<file path="config.mk">
export PLATFORM = sky130hd
export DESIGN_NAME = io_arbiter_flat
export DESIGN_NICKNAME = d
export VERILOG_FILES = /design/src/rtl/io_pkg.sv /design/src/rtl/io_arbiter_if.sv /design/src/rtl/io_arbiter_rr_pick.sv /design/src/rtl/io_arbiter.sv /design/src/flat_wrapper.sv
export SDC_FILE = /design/constraint.sdc
export NUM_CORES = 1
export LEC_CHECK = 0
export ABC_AREA = 1
export CAP_MARGIN = 20
export CORE_MARGIN = 5
export CORE_UTILIZATION = 38
export DETAILED_ROUTE_END_ITERATION = 12
export PLACE_DENSITY = 0.76
export SLEW_MARGIN = 25
export SYNTH_ARGS = -nofsm -noshare
export SYNTH_HDL_FRONTEND = slang
export SYNTH_SLANG_ARGS = --single-unit
</file>
<file path="constraint.sdc">
create_clock -name CLK -period 1.3 [get_ports CLK]
set_clock_uncertainty 0.15 [all_clocks]
set_input_delay 0.195 -clock CLK [delete_from_list [all_inputs] [get_ports CLK]]
set_output_delay 0.195 -clock CLK [all_outputs]
set_load 0.02 [all_outputs]
</file>
<file path="src/rtl/io_pkg.sv">
// Shared definitions for IObuf clients: FSM state encoding and the
// operation code of a single byte transaction on the UART channel.
package io_pkg;

   typedef enum logic [1:0] {
      IDLE  = 2'd0,
      ISSUE = 2'd1,
      WAIT  = 2'd2,
      DONE  = 2'd3
   } io_state_t;

   typedef enum logic {
      OP_RD = 1'b0,
      OP_WR = 1'b1
   } io_op_t;

endpackage

</file>
<file path="src/rtl/io_arbiter_if.sv">
// Requester-side and IObuf-side signals of the arbiter bundled together.
// slave is the arbiter's view; master is the view of whoever drives the
// requesters and the IObuf (a testbench or the surrounding system).
interface io_arbiter_if #(
   parameter int NREQ = 2,
   parameter int IDW  = $clog2(NREQ)
) ();

   logic [NREQ-1:0]   req_rd;
   logic [NREQ-1:0]   req_wr;
   logic [8*NREQ-1:0] req_wdata;
   logic [NREQ-1:0]   req_done;
   logic [7:0]        req_rdata;
   logic              busy;
   logic [IDW-1:0]    owner;
   logic              io_read_req;
   logic              io_write_req;
   logic [7:0]        io_din;
   logic              io_ready;
   logic              io_done;
   logic [7:0]        io_dout;

   modport slave (
      input  req_rd, req_wr, req_wdata, io_ready, io_done, io_dout,
      output req_done, req_rdata, busy, owner, io_read_req, io_write_req, io_din
   );

   modport master (
      output req_rd, req_wr, req_wdata, io_ready, io_done, io_dout,
      input  req_done, req_rdata, busy, owner, io_read_req, io_write_req, io_din
   );

endinterface

</file>
<file path="src/rtl/io_arbiter_rr_pick.sv">
// Combinational round-robin picker: returns the first pending requester
// at or after the pointer, wrapping modulo N.
module rr_pick #(
   parameter int N  = 2,
   parameter int IW = $clog2(N)
) (
   input  logic [N-1:0]  pend,
   input  logic [IW-1:0] ptr,
   output logic          valid,
   output logic [IW-1:0] idx
);

   function automatic logic [IW-1:0] slot(input logic [IW-1:0] base, input int k);
      return IW'((int'(base) + k) % N);
   endfunction

   // Scan from the farthest slot back to the pointer so the closest hit wins.
   always_comb begin
      // NOTE: every output gets a default before the loop, so no path leaves
      // it unassigned and no latch is inferred.
      valid = 1'b0;
      idx   = '0;
      for (int k = N - 1; k >= 0; k--) begin
         if (pend[slot(ptr, k)]) begin
            valid = 1'b1;
            idx   = slot(ptr, k);
         end
      end
   end

endmodule

</file>
<file path="src/rtl/io_arbiter.sv">
// Shares one IObuf byte channel between NREQ requesters. Round-robin grant,
// one transaction outstanding; the result goes back to the owner only.
module io_arbiter
   import io_pkg::*;
#(
   parameter int NREQ = 2,
   parameter int IDW  = $clog2(NREQ)
) (
   input logic         CLK,
   input logic         RSTN,
   io_arbiter_if.slave bus
);

   io_state_t       state, state_d;
   io_op_t          op, op_d;
   logic [IDW-1:0]  rr_ptr, rr_ptr_d;
   logic [IDW-1:0]  owner_d;
   logic            busy_d;
   logic [NREQ-1:0] done_d;
   logic [7:0]      rdata_d;
   logic [7:0]      din_d;
   logic            rd_req_d;
   logic            wr_req_d;

   logic [NREQ-1:0] pend;
   logic            pick_valid;
   logic [IDW-1:0]  pick_idx;
   logic            pick_rd;
   logic [IDW-1:0]  next_ptr;

   assign pend     = bus.req_rd | bus.req_wr;
   assign pick_rd  = bus.req_rd[pick_idx];
   assign next_ptr = (bus.owner == IDW'(NREQ - 1)) ? '0 : bus.owner + IDW'(1);

   rr_pick #(
      .N  (NREQ),
      .IW (IDW)
   ) u_pick (
      .pend  (pend),
      .ptr   (rr_ptr),
      .valid (pick_valid),
      .idx   (pick_idx)
   );

   // Next-state and next-output logic; every output is registered below.
   always_comb begin
      state_d  = state;
      op_d     = op;
      rr_ptr_d = rr_ptr;
      owner_d  = bus.owner;
      busy_d   = bus.busy;
      done_d   = '0;
      rdata_d  = bus.req_rdata;
      din_d    = bus.io_din;
      rd_req_d = 1'b0;
      wr_req_d = 1'b0;

      case (state)
         IDLE: begin
            if (bus.io_ready && pick_valid) begin
               owner_d  = pick_idx;
               op_d     = pick_rd ? OP_RD : OP_WR;
               din_d    = bus.req_wdata[{pick_idx, 3'b000} +: 8];
               busy_d   = 1'b1;
               rd_req_d = pick_rd;
               wr_req_d = !pick_rd;
               state_d  = ISSUE;
            end
         end
         ISSUE: begin
            state_d = WAIT;
         end
         WAIT: begin
            if (bus.io_done) begin
               if (op == OP_RD) begin
                  rdata_d = bus.io_dout;
               end
               done_d[bus.owner] = 1'b1;
               state_d           = DONE;
            end
         end
         DONE: begin
            busy_d   = 1'b0;
            rr_ptr_d = next_ptr;
            state_d  = IDLE;
         end
         default: begin
            state_d = IDLE;
         end
      endcase
   end

   // State and output registers; async reset returns to IDLE with pulses cleared.
   always_ff @(posedge CLK or negedge RSTN) begin
      // NOTE: non-blocking assignments keep every register sampling the
      // pre-edge values, independent of statement order.
      if (!RSTN) begin
         state            <= IDLE;
         op               <= OP_RD;
         rr_ptr           <= '0;
         bus.owner        <= '0;
         bus.busy         <= 1'b0;
         bus.req_done     <= '0;
         bus.req_rdata    <= '0;
         bus.io_read_req  <= 1'b0;
         bus.io_write_req <= 1'b0;
         bus.io_din       <= '0;
      end else begin
         state            <= state_d;
         op               <= op_d;
         rr_ptr           <= rr_ptr_d;
         bus.owner        <= owner_d;
         bus.busy         <= busy_d;
         bus.req_done     <= done_d;
         bus.req_rdata    <= rdata_d;
         bus.io_read_req  <= rd_req_d;
         bus.io_write_req <= wr_req_d;
         bus.io_din       <= din_d;
      end
   end

endmodule

</file>
<file path="src/flat_wrapper.sv">
// flat-port wrapper written by rule: the top's interface ports become plain ports
module io_arbiter_flat import io_pkg::*;
#(
   parameter int NREQ = 2,
   parameter int IDW  = $clog2(NREQ)
)
  (CLK, RSTN, bus_req_rd, bus_req_wr, bus_req_wdata, bus_io_ready, bus_io_done, bus_io_dout, bus_req_done, bus_req_rdata, bus_busy, bus_owner, bus_io_read_req, bus_io_write_req, bus_io_din);
  io_arbiter_if #(.NREQ(NREQ), .IDW(IDW)) bus_i ();
  input logic CLK;
  input logic RSTN;
  input wire logic [$bits(bus_i.req_rd)-1:0] bus_req_rd;
  input wire logic [$bits(bus_i.req_wr)-1:0] bus_req_wr;
  input wire logic [$bits(bus_i.req_wdata)-1:0] bus_req_wdata;
  input wire logic [$bits(bus_i.io_ready)-1:0] bus_io_ready;
  input wire logic [$bits(bus_i.io_done)-1:0] bus_io_done;
  input wire logic [$bits(bus_i.io_dout)-1:0] bus_io_dout;
  output wire logic [$bits(bus_i.req_done)-1:0] bus_req_done;
  output wire logic [$bits(bus_i.req_rdata)-1:0] bus_req_rdata;
  output wire logic [$bits(bus_i.busy)-1:0] bus_busy;
  output wire logic [$bits(bus_i.owner)-1:0] bus_owner;
  output wire logic [$bits(bus_i.io_read_req)-1:0] bus_io_read_req;
  output wire logic [$bits(bus_i.io_write_req)-1:0] bus_io_write_req;
  output wire logic [$bits(bus_i.io_din)-1:0] bus_io_din;
  assign bus_i.req_rd = bus_req_rd;
  assign bus_i.req_wr = bus_req_wr;
  assign bus_i.req_wdata = bus_req_wdata;
  assign bus_i.io_ready = bus_io_ready;
  assign bus_i.io_done = bus_io_done;
  assign bus_i.io_dout = bus_io_dout;
  assign bus_req_done = bus_i.req_done;
  assign bus_req_rdata = bus_i.req_rdata;
  assign bus_busy = bus_i.busy;
  assign bus_owner = bus_i.owner;
  assign bus_io_read_req = bus_i.io_read_req;
  assign bus_io_write_req = bus_i.io_write_req;
  assign bus_io_din = bus_i.io_din;
  io_arbiter #(.NREQ(NREQ), .IDW(IDW)) u_core (.CLK(CLK), .RSTN(RSTN), .bus(bus_i));
endmodule
</file>
Yosys cells after proc, flatten, opt, wreduce, memory -nomap -nowiden

Cells that the tools add are included.

Bits in registers: 26
Bits of input ports: 32
Output and inout port bits: 22

$add $sub $neg: 2
$lt $le $gt $ge: 5
Equality and inequality tests: 5
Shifts and indexed selects: 1
Mux-type cells: 25
Bitwise logic cells: 2
Reductions and logical operators: 9

Operator list:

| kind                                                        | count |
|---|---|
| 2-to-1 mux 1 bit                                            | 18 |
| variable part select 16 x 5 -> 8 bit                        | 1 |
| less-than comparator 1 x 2 -> 1 bit (second input constant) | 4 |
| 2-to-1 mux 2 bit                                            | 4 |
| one-hot mux 2 bit (4 select lines)                          | 1 |
| AND reduction 2 bit                                         | 3 |
| == test 2 bit (second input constant)                       | 2 |
| AND reduction 3 bit                                         | 1 |
| adder 1 bit (second input constant)                         | 2 |
| == test 2 x 1 -> 1 bit (second input constant)              | 1 |
| logical AND 1 bit                                           | 2 |
| zero test 2 bit                                             | 1 |
| inequality test 2 x 1 -> 1 bit (second input constant)      | 1 |
| inequality test 2 bit (second input constant)               | 1 |
| OR 2 bit                                                    | 1 |
| one-hot mux 1 bit (2 select lines)                          | 1 |
| nonzero test 2 bit                                          | 1 |
| demux 1 bit (select 1 bit)                                  | 1 |
| >= comparator 1 bit (second input constant)                 | 1 |
| zero test 1 bit                                             | 1 |
| NOT 1 bit                                                   | 1 |

Depth between registers and ports, before layout

Gate-level depths: netlist of the first run.

Word-level depth: 10
Mapped depth: 7
Gate-level depth less buffers: 7

Cells and area by module

From an unflattened synthesis of the first run, not the netlist that was laid out.

Cell total of the unflattened synthesis: 155
Area, all modules: 1268.7 um2

By module, submodules not included:

| module     | instances | cells each | area each (um2) | sequential area each (um2) |
|---|---|---|---|---|
| io_arbiter | 1         | 151        | 1249.9          | 650.6 |
| rr_pick    | 1         | 4          | 18.8            | 0.0 |

Worst setup path after synthesis of the first run

OpenSTA, ideal clock, no wires.

Kind: register to register
Start point: reg u_core.state[0]
End point: reg u_core.bus.req_rdata[0]
Library setup time: 0.117 ns
Data arrival time: 1.057 ns
Required time: 1.033 ns
Path slack: -0.024 ns
Stages on the path, launching flop included: 7
Buffers on the path: 1
Cell sequence: dfrtp_1 > inv_1 > ha_1 > buf_2 > nand2_1 > nand2_1 > nand2_1

Word-level cells in the longest chain between the ends: 2

RTL lines:

| what                                 | line                | text |
|---|---|---|
| start, declared                      | io_arbiter.sv:14    | `io_state_t state, state_d;` |
| start signal, assigned               | io_arbiter.sv:109   | `state <= state_d;` |
| == test 2 bit                        | io_arbiter.sv:58    | `case (state)` |
| AND reduction 3 bit (no source line) | -                   |  |
| end signal, assigned                 | io_arbiter.sv:115   | `bus.req_rdata <= rdata_d;` |
| end, declared                        | io_arbiter_if.sv:25 | `output req_done, req_rdata, busy, owner, io_read_req, io_write_req, io_din` |

No other way between the ends.
A chain may end at the register's enable or synchronous reset.

Worst setup path after layout of the first run

Start point: reg u_core.state[1]
End point: reg u_core.op

Word-level cells in the longest chain between the ends: 2

RTL lines:

| what                                 | line              | text |
|---|---|---|
| zero test 2 bit                      | io_arbiter.sv:58  |  |
| AND reduction 2 bit (no source line) | -                 |  |
| end signal, assigned                 | io_arbiter.sv:110 | `op <= op_d;` |
| end, declared                        | io_arbiter.sv:15  | `io_op_t op, op_d;` |

No other way between the ends.

==> out/metrics.yaml, run 1 <==
critical_path:
  r2r_setup_slack_ns: -0.03
  worstRegToRegCells: 6
  crit_fanout: 8
  worst_setup_path_start_kind: "register"
  cp.required_ns: 1.36
  critPathArrivalTime_ns: 1.39
  r2r_end: "u_core.op$_DFFE_PN0P_"
  r2r_start: "u_core.state[1]$_DFFE_PN0P_"
  crit_type: "register to register"
  setup.worst_path.end_class: "register"
global_route:
  antenna_found_initial: 0
  grt_max_degree: 27
  use_met2_pct: 27.10
  gr-total-overflow: 0
  grt_pass1_wl_microns: 5520
  grt_use_met3_pct: 2.956
  met1_usage_pct: 20.00
  grt.total_usage_pct: 15.80
  grt-busiest-layer: "met2"
  grt_pass1_vias: 1198
pwr:
  power_mw: 3.846
  comb_power_share_pct: 56.1
  clkPwrFrac_pct: 8.8
  p_int_mw: 2.157
  switchingPower_mw: 1.689
  p_seq_share_pct: 35.1
  power_density_nw_per_um2: 1963
  p_leak_nw: 1.076
  ir_drop_mv: 0.7442
  swShare_pct: 43.92
routing:
  routed_wl_microns: 3284
  drt_iter0_drc: 63
  detail-route-antenna-nets: 0
  first_pass_iters: 4
  post_drt_wl_per_cell_microns: 12.07
  num_vias: 1202
  drcViolationCount: 0
  viasPerCell: 4.419
yosys:
  ys_ff_latch: 26
  yosys_warnings: 0
  yosysUniqueCellTypes: 21
  netlist_area_sq_um: 1272
  synth_fp_nets: 190
  synth.largest_area_cell: "dfrtp_1"
  yosysSeqAreaShare_pct: 51.13
  synth.area.top_cells: "dfrtp_1 51%, nand2_1 17%, nand3_1 10%"
  avgSynthCellArea_sq_um: 8.209
  yosys.area.top_type_share_pct: 51.13
  netlist_instances: 155
placement:
  portBuffers: 53
  postPlaceCellArea_sq_um: 1967
  dp_hpwl_microns: 2444
  pre_cts_ws_ns: -0.3006
  dp_cells: 266
  place_congestion: 0.7856
die:
  coreArea_sq_um: 3284
  start_util_pct: 38.74
  die_area_sq_um: 4606
  die_w_microns: 67.87
  die_h_microns: 67.87
  io_pins: 54
  rows: 21
clock_network:
  numCtsBuffers: 3
  cts_tree: "done"
  cts_hold_buf: 0
  h-tree-depth: 1
  clk_pin_slew_ns: 0.14
  worstSkewPairLatency_ns: 0.32
  clock-sinks: 26
  cts_buffer_depth: 2
  cts_root_buffer: "clkbuf_4"
cells_and_area:
  fin_util_pct: 59.66
  layout_common_cells: "55 x nand2_1, 30 x clkdlybuf4s50_1, 26 x dfrtp_1"
  fillCellCount: 311
  final_cell_count_no_fill: 272
  nNetsFinal: 263
  area_growth_syn_to_layout_pct: 53.98
  drive_above_1_share_pct: 28.76
  n_antenna_cell: 0
  final_common_cell: "nand2_1"
  finish.instance_area_sq_um: 1959
hold_path:
  hold_class: "input port to async pin"
timing:
  hold_viol_final: 0
  rsz0062_at_grt: "true"
  worstMarginPinSlew_ns: 0.2272
  fin_crit_ns: 1.328
  fin_ws_ns: -0.02786
  slew_headroom_pct: 84.80
  finalMaxSlewViolations: 0
  clock.fmax_ghz: 0.7531
  fin_crit_sh_pct: 102.1
  setup_viol_count_final: 6
status:
  status: "complete, but fails checks"
  violations: "setup timing"
job:
  cap_violations: 0
## metal layers
layer  share of wire, %  routed length, microns
met1                 43                    1427
met2                 51                    1666
met3                4.7                     155
met4                1.0                      34
met5                  0                       0
## through the flow
step                hold WS (ns)  TNS, ns
floorplan                -0.2506        0
global placement          0.3043   -4.253
detailed placement        0.3091   -4.622
CTS                      0.06649        0
global route             0.05399   -1.043
finish                   0.06212  -0.1274
## cells in the mapped netlist (all sizes together)
library cell,instances
dfrtp,26
a21oi,1
or2,1
inv,24
clkinv,1
nand3,28
buf,2
and2,1
ha,3
o21ai,3
nor2,5
nand2,60
## registers in the layout (all words and copies together), names as in the netlist
register / cells
u_core.bus.owner: 1
u_core.bus.busy: 1
u_core.bus.req_rdata: 8
u_core.bus.io_din: 8
u_core.rr_ptr: 1
u_core.bus.req_done: 2
u_core.op: 1
u_core.bus.io_write_req: 1
u_core.state: 2
u_core.bus.io_read_req: 1
## worst max path at each step
| stage | cells past startpoint | startpoint | end |
|---|---|---|---|
| 6_report | 6 | u_core.state[1]$_DFFE_PN0P_ | u_core.op$_DFFE_PN0P_ |
| 2_1_floorplan | 6 | u_core.state[0]$_DFFE_PN0P_ | u_core.bus.req_rdata[0]$_DFFE_PN0P_ |
| 3_3_place_gp | 7 | bus_req_rd[0] | u_core.op$_DFFE_PN0P_ |
| 4_1_cts | 1 | u_core.bus.req_done[1]$_DFF_PN0_ | bus_req_done[1] |
| 3_5_place_dp | 7 | bus_req_rd[0] | u_core.bus.io_din[3]$_DFFE_PN0P_ |
| 5_1_grt | 6 | u_core.state[0]$_DFFE_PN0P_ | u_core.op$_DFFE_PN0P_ |
## cell families (layout without fill, tap and decap cells)
logic type               count (synthesis)  after routing  share of synthesized area, %
AO/OA/AOI/OAI                            4              4                         2.753
AND/OR/NAND/NOR                         95             96                         34.12
flip-flops                              26             26                         51.13
buffers and inverters                   27             97                         9.045
adder cells (fa/ha/maj)                  3              3                         2.950
## what timing repair did
item | 4_1_cts | 5_1_grt
setup buffers | 1 | 0
endpoints found under the hold margin | 0 | 0
endpoints found under the setup margin | 35 | 20
cloned | 1 | 1
pin swaps | 1 | 2
gates resized for setup | 91 | 12
## final cells by class
class / instances / area, sq um / share of cell area [%]
Inverter: 25 / 98.84 / 5.045
Timing Repair Buffer: 68 / 548.0 / 27.97
Multi-Input combinational cell: 103 / 576.8 / 29.44
Sequential cell: 26 / 650.6 / 33.21
Timing Repair inverter: 1 / 5.005 / 0.2554
Clock buffer: 3 / 22.52 / 1.149
Tap cell: 46 / 57.56 / 2.937
## power by group through the flow
stage               registers, mW  clock network (mW)  logic [mW]
floorplan                    1.71                   0       0.836
CTS                          1.35               0.339        2.13
global placement             1.36                   0        2.23
global route                 1.39               0.383        2.43
finish                       1.35               0.338        2.16
detailed placement           1.37                   0        2.24
## critical path, stage by stage (launching register included)
cell	delay (ns)
dfrtp_1	0.45
inv_2	0.07
ha_4	0.18
nand3_4	0.12
clkinv_4	0.11
nand3_2	0.08
nand2_1	0.06
(Power assumes the default switching activity.)
==> run 2: changes to the inputs <==
--- a/config.mk
+++ b/config.mk
@@ -7,10 +7,13 @@
 export LEC_CHECK = 0
 export ABC_AREA = 1
 export CAP_MARGIN = 20
+export CELL_PAD_IN_SITES_DETAIL_PLACEMENT = 1
+export CELL_PAD_IN_SITES_GLOBAL_PLACEMENT = 1
 export CORE_MARGIN = 5
-export CORE_UTILIZATION = 38
+export CORE_UTILIZATION = 27
 export DETAILED_ROUTE_END_ITERATION = 12
-export PLACE_DENSITY = 0.76
+export HOLD_SLACK_MARGIN = 0.15
+export PLACE_DENSITY_LB_ADDON = 0.1
 export SLEW_MARGIN = 25
 export SYNTH_ARGS = -nofsm -noshare
 export SYNTH_HDL_FRONTEND = slang
==> out/metrics.yaml, run 2 (same netlist as run 1, synthesis figures left out) <==
status:
  status: "complete, but fails checks"
  violations: "setup timing"
global_route:
  grt.total_usage_pct: 14.15
  grt_max_degree: 27
  grt_pass1_vias: 1484
  gr-total-overflow: 0
  antenna_found_initial: 0
  grt_pass1_wl_microns: 6865
timing:
  fin_crit_sh_pct: 102.5
  fin_ws_ns: -0.03260
  worstMarginPinSlew_ns: 0.2379
  hold_viol_final: 0
  clock.fmax_ghz: 0.7504
  fin_crit_ns: 1.333
  slew_headroom_pct: 84.14
  finalMaxSlewViolations: 0
  rsz0062_at_grt: "true"
  setup_viol_count_final: 6
routing:
  drcViolationCount: 0
  num_vias: 1262
  viasPerCell: 4.444
  drt_iter0_drc: 22
  post_drt_wl_per_cell_microns: 14.07
  detail-route-antenna-nets: 0
  routed_wl_microns: 3997
  first_pass_iters: 4
critical_path:
  path_cells: "inv_2, ha_4, nand3_4, buf_4, a21oi_2"
  cp.required_ns: 1.35
  setup.worst_path.end_class: "register"
  crit_type: "register to register"
  critPathArrivalTime_ns: 1.38
  max_stage_delay_ns: 0.40
  crit_fanout: 8
  worst_setup_path_start_kind: "register"
  critPathSlowestCell: "dfrtp_1"
cells_and_area:
  final_cell_count_no_fill: 284
  nNetsFinal: 267
  area_growth_syn_to_layout_pct: 68.63
  final_common_cell: "nand2_1"
  layout_common_cells: "50 x nand2_1, 28 x clkdlybuf4s50_1, 25 x dfrtp_1"
  finish.instance_area_sq_um: 2146
  drive_above_1_share_pct: 34.35
  reg.largest.list: "u_core.bus.io_din (8), u_core.bus.req_rdata (8)"
  n_antenna_cell: 0
clock_network:
  cts_buffer_depth: 2
  cts_root_buffer: "clkbuf_8"
  clock-sinks: 26
  h-tree-depth: 1
  cts_tree: "done"
  clk_pin_slew_ns: 0.09
  numCtsBuffers: 3
  worstSkewPairLatency_ns: 0.27
die:
  io_pins: 54
  start_util_pct: 27.30
  die_w_microns: 78.65
  rows: 25
  die_h_microns: 78.65
  coreArea_sq_um: 4661
  die_area_sq_um: 6186
placement:
  portBuffers: 53
  postPlaceCellArea_sq_um: 1984
  dp_cells: 275
  dp_hpwl_microns: 3116
  place_congestion: 0.7488
pwr:
  power_density_nw_per_um2: 2046
  swShare_pct: 43.05
  p_leak_nw: 1.105
  switchingPower_mw: 1.890
  comb_power_share_pct: 58.4
  p_int_mw: 2.500
  p_seq_share_pct: 31.1
  clkPwrFrac_pct: 10.5
  ir_drop_mv: 0.7772
job:
  cap_violations: 0
hold_path:
  hold_class: "input port to register"
==> run 2: changes by cell type in the layout (fill, tap and decap cells not counted), moves of 2 or more <==
cell,delta
buf_2,-19
clkbuf_2,+12
clkdlybuf4s15_2,+6
nand2_1,-5
nand3_1,-5
nand3_2,+5
clkbuf_4,-3
clkbuf_8,+3
dlygate4sd2_1,+3
nand2_2,+3
buf_6,+2
clkdlybuf4s50_1,-2
==> run 2: power by group through the flow <==
stage,combinational (mW),sequential (mW),clock (mW)
4_1_cts,2.55,1.37,0.471
5_1_grt,2.83,1.41,0.512
3_5_place_dp,2.40,1.37,0
6_report,2.56,1.37,0.459
2_1_floorplan,0.836,1.71,0
3_3_place_gp,2.31,1.36,0
==> run 2: what timing repair did <==
| item | in CTS | in global routing |
|---|---|---|
| gates cloned | 2 | 0 |
| setup endpoints to repair | 45 | 40 |
| resized for setup | 70 | 35 |
| endpoints found under the hold margin | 26 | 0 |
| pin swaps | 4 | 11 |
| setup buffers | 3 | 0 |
| hold buffers | 1 | 0 |
==> run 2: stage by stage <==
step | worst slack [ns] | hold WS (ns) | util (%) | TNS, ns | power, mW
floorplan | 0.02007 | -0.2506 | - | 0 | 2.545
global placement | -0.3742 | 0.3052 | 42.58 | -5.524 | 3.670
detailed placement | -0.3951 | 0.3167 | 42.58 | -6.157 | 3.773
CTS | -0.03789 | 0.2767 | 45.91 | -0.1593 | 4.391
global route | -0.09095 | 0.2762 | 46.04 | -1.359 | 4.758
finish | -0.03260 | 0.2799 | 46.04 | -0.06641 | 4.390
==> run 2: critical path, delay by kind of cell, from the launching register on <==
kind                       cells  cell delay, ns
and+or+nand+nor                1            0.15
DFF                            1            0.40
AOI/OAI and AO/OA              1            0.08
buffers and inverters          2            0.29
adders and majority gates      1            0.18
==> run 2: worst paths after layout <==
kind                                                   from                             endpoint  slack (ns)  depth (start not counted)
max                             u_core.state[0]$_DFFE_PN0P_     u_core.bus.io_read_req$_DFF_PN0_       -0.03                          5
min                                           bus_req_rd[0]     u_core.bus.io_read_req$_DFF_PN0_        0.28                          3
max reg2reg                     u_core.state[0]$_DFFE_PN0P_     u_core.bus.io_read_req$_DFF_PN0_       -0.03                          5
min reg2reg                u_core.bus.io_din[5]$_DFFE_PN0P_     u_core.bus.io_din[5]$_DFFE_PN0P_        0.34                          2
max in group asynchronous                              RSTN          u_core.state[1]$_DFFE_PN0P_        0.16                          3
min in group asynchronous                              RSTN  u_core.bus.req_rdata[0]$_DFFE_PN0P_        0.67                          3
==> run 2: layout make-up <==
cell class                 instances  area (sq um)
fill                             551          2515
sequential                        26         651.9
multi-input combinational        103         645.6
timing repair buffer              72         631.9
inverter                          25         98.84
tap                               54         67.56
clock buffer                       3         41.29
timing repair inverter             1         8.758
==> run 2: layer usage <==
metal | global-route usage, % | up-vias | share of wire [%]
met1 | 16.20 | 586 | 42
met4 | 5.594 | 0 | 1.9
met3 | 2.867 | 8 | 5.6
met2 | 25.55 | 40 | 50
met5 | 0 | - | 0
li1 | - | 628 | -
==> run 3: changes to the inputs <==
--- a/config.mk
+++ b/config.mk
@@ -9,9 +9,11 @@
 export CAP_MARGIN = 20
 export CELL_PAD_IN_SITES_DETAIL_PLACEMENT = 1
 export CELL_PAD_IN_SITES_GLOBAL_PLACEMENT = 1
+export CORE_ASPECT_RATIO = 1.25
 export CORE_MARGIN = 5
 export CORE_UTILIZATION = 27
 export DETAILED_ROUTE_END_ITERATION = 12
+export GPL_ROUTABILITY_DRIVEN = 0
 export HOLD_SLACK_MARGIN = 0.15
 export PLACE_DENSITY_LB_ADDON = 0.1
 export SLEW_MARGIN = 25
==> out/metrics.yaml, run 3 (same netlist as run 1, synthesis figures left out) <==
die:
  start_util_pct: 27.31
  die_area_sq_um: 6194
  die_h_microns: 86.76
  coreArea_sq_um: 4659
  io_pins: 54
  die_w_microns: 71.40
  rows: 28
routing:
  num_vias: 1264
  viasPerCell: 4.374
  first_pass_iters: 4
  drcViolationCount: 0
  drt_iter0_drc: 56
  routed_wl_microns: 3869
  detail-route-antenna-nets: 0
  post_drt_wl_per_cell_microns: 13.39
timing:
  hold_viol_final: 0
  finalMaxSlewViolations: 0
  worstMarginPinSlew_ns: 0.2181
  rsz0062_at_grt: "true"
  setup_viol_count_final: 2
  fin_crit_sh_pct: 102.5
  fin_ws_ns: -0.03256
  fin_crit_ns: 1.333
  clock.fmax_ghz: 0.7504
  slew_headroom_pct: 85.42
  setup_tns_ns: -0.03285
clock_network:
  numCtsBuffers: 3
  clock-sinks: 26
  cts_buffer_depth: 2
  clk_pin_slew_ns: 0.09
  cts_root_buffer: "clkbuf_8"
  cts_tree: "done"
  worstSkewPairLatency_ns: 0.26
  h-tree-depth: 1
pwr:
  power_density_nw_per_um2: 1990
  swShare_pct: 42.59
  clkPwrFrac_pct: 11.1
  power_mw: 4.105
  comb_power_share_pct: 55.8
  switchingPower_mw: 1.748
  p_leak_nw: 1.094
  p_int_mw: 2.357
  ir_drop_mv: 0.7825
  p_seq_share_pct: 33.1
critical_path:
  setup.worst_path.end_class: "register"
  path_cells: "inv_2, ha_4, or2_2, nand3_2, nand2_1"
  crit_family: "simple AND/OR/NAND/NOR gates"
  worst_setup_path_start_kind: "register"
  max_stage_delay_ns: 0.40
  critPathBufInv: 1
  crit_fanout: 4
  critPathArrivalTime_ns: 1.35
  critPathSlowestCell: "dfrtp_1"
  crit_type: "register to register"
  cp.required_ns: 1.32
global_route:
  grt_max_degree: 27
  gr-total-overflow: 0
  grt.total_usage_pct: 12.96
  grt_pass1_vias: 1371
  grt_pass1_wl_microns: 6492
  antenna_found_initial: 0
cells_and_area:
  reg.largest.list: "u_core.bus.io_din (8), u_core.bus.req_rdata (8)"
  area_growth_syn_to_layout_pct: 62.14
  n_antenna_cell: 0
  final_common_cell: "nand2_1"
  layout_common_cells: "55 x nand2_1, 28 x clkdlybuf4s50_1, 26 x dfrtp_1"
  nNetsFinal: 266
  drive_above_1_share_pct: 27.07
status:
  status: "complete, but fails checks"
  violations: "setup timing"
hold_path:
  hold_class: "register to register"
job:
  cap_violations: 0
placement:
  dp_hpwl_microns: 2924
  portBuffers: 53
  pre_cts_ws_ns: -0.3637
## run 3: stage by stage
stage	util [%]	instances	instance area [sq um]	hold slack (ns)
finish	44.28	289	2063	0.3288
global route	44.28	289	2063	0.3347
CTS	44.92	287	2093	0.3301
detailed placement	42.75	281	1992	0.3136
global placement	42.75	281	1992	0.3028
floorplan	-	155	1277	-0.2506
## run 3: routing by layer
metal / vias to the layer above / share of wire (%) / wire (microns) / GRT usage, %
met3: 2 / 5.5 / 211 / 3.016
met2: 36 / 52 / 2025 / 22.99
met1: 600 / 42 / 1610 / 15.54
met4: 0 / 0.57 / 22 / 3.590
li1: 626 / - / - / -
met5: - / 0 / 0 / 0
## run 3: final timing paths
| check | to | start | slack [ns] | depth (start not counted) |
|---|---|---|---|---|
| worst max-delay path | u_core.state[0]$_DFFE_PN0P_ | u_core.state[1]$_DFFE_PN0P_ | -0.03 | 5 |
| worst min-delay path | u_core.bus.req_rdata[0]$_DFFE_PN0P_ | u_core.bus.req_rdata[0]$_DFFE_PN0P_ | 0.33 | 2 |
| worst max register to register | u_core.state[0]$_DFFE_PN0P_ | u_core.state[1]$_DFFE_PN0P_ | -0.03 | 5 |
| worst min register to register | u_core.bus.req_rdata[0]$_DFFE_PN0P_ | u_core.bus.req_rdata[0]$_DFFE_PN0P_ | 0.33 | 2 |
| max in group asynchronous | u_core.op$_DFFE_PN0P_ | RSTN | 0.17 | 3 |
| min in group asynchronous | u_core.state[0]$_DFFE_PN0P_ | RSTN | 0.68 | 3 |
## run 3: tightest hold or removal path, stage by stage, from the launching register on
cell	delay (ns)
dfrtp_1	0.35
nand2_1	0.05
nand2_1	0.05
## run 3: power groups by stage
stage	clock, mW	sequential [mW]	combinational, mW
after global placement	0	1.36	2.26
final	0.457	1.36	2.29
after global routing	0.521	1.41	2.52
after detailed placement	0	1.38	2.34
after CTS	0.479	1.37	2.36
after floorplan	0	1.71	0.836
## run 3: timing repair
item,CTS,global route
gates cloned,1,1
pin swaps,1,2
gates resized for setup,67,19
hold buffers,1,1
setup endpoints to repair,40,36
hold endpoints to repair,26,1
setup buffers,1,0
## run 3: final cells by class
| class | instances | area [sq um] |
|---|---|---|
| clock buffer | 3 | 41.29 |
| fill | 577 | 2596 |
| inverter | 25 | 98.84 |
| multi-input combinational | 103 | 559.3 |
| sequential | 26 | 650.6 |
| tap | 60 | 75.07 |
| timing repair buffer | 71 | 633.1 |
| timing repair inverter | 1 | 5.005 |
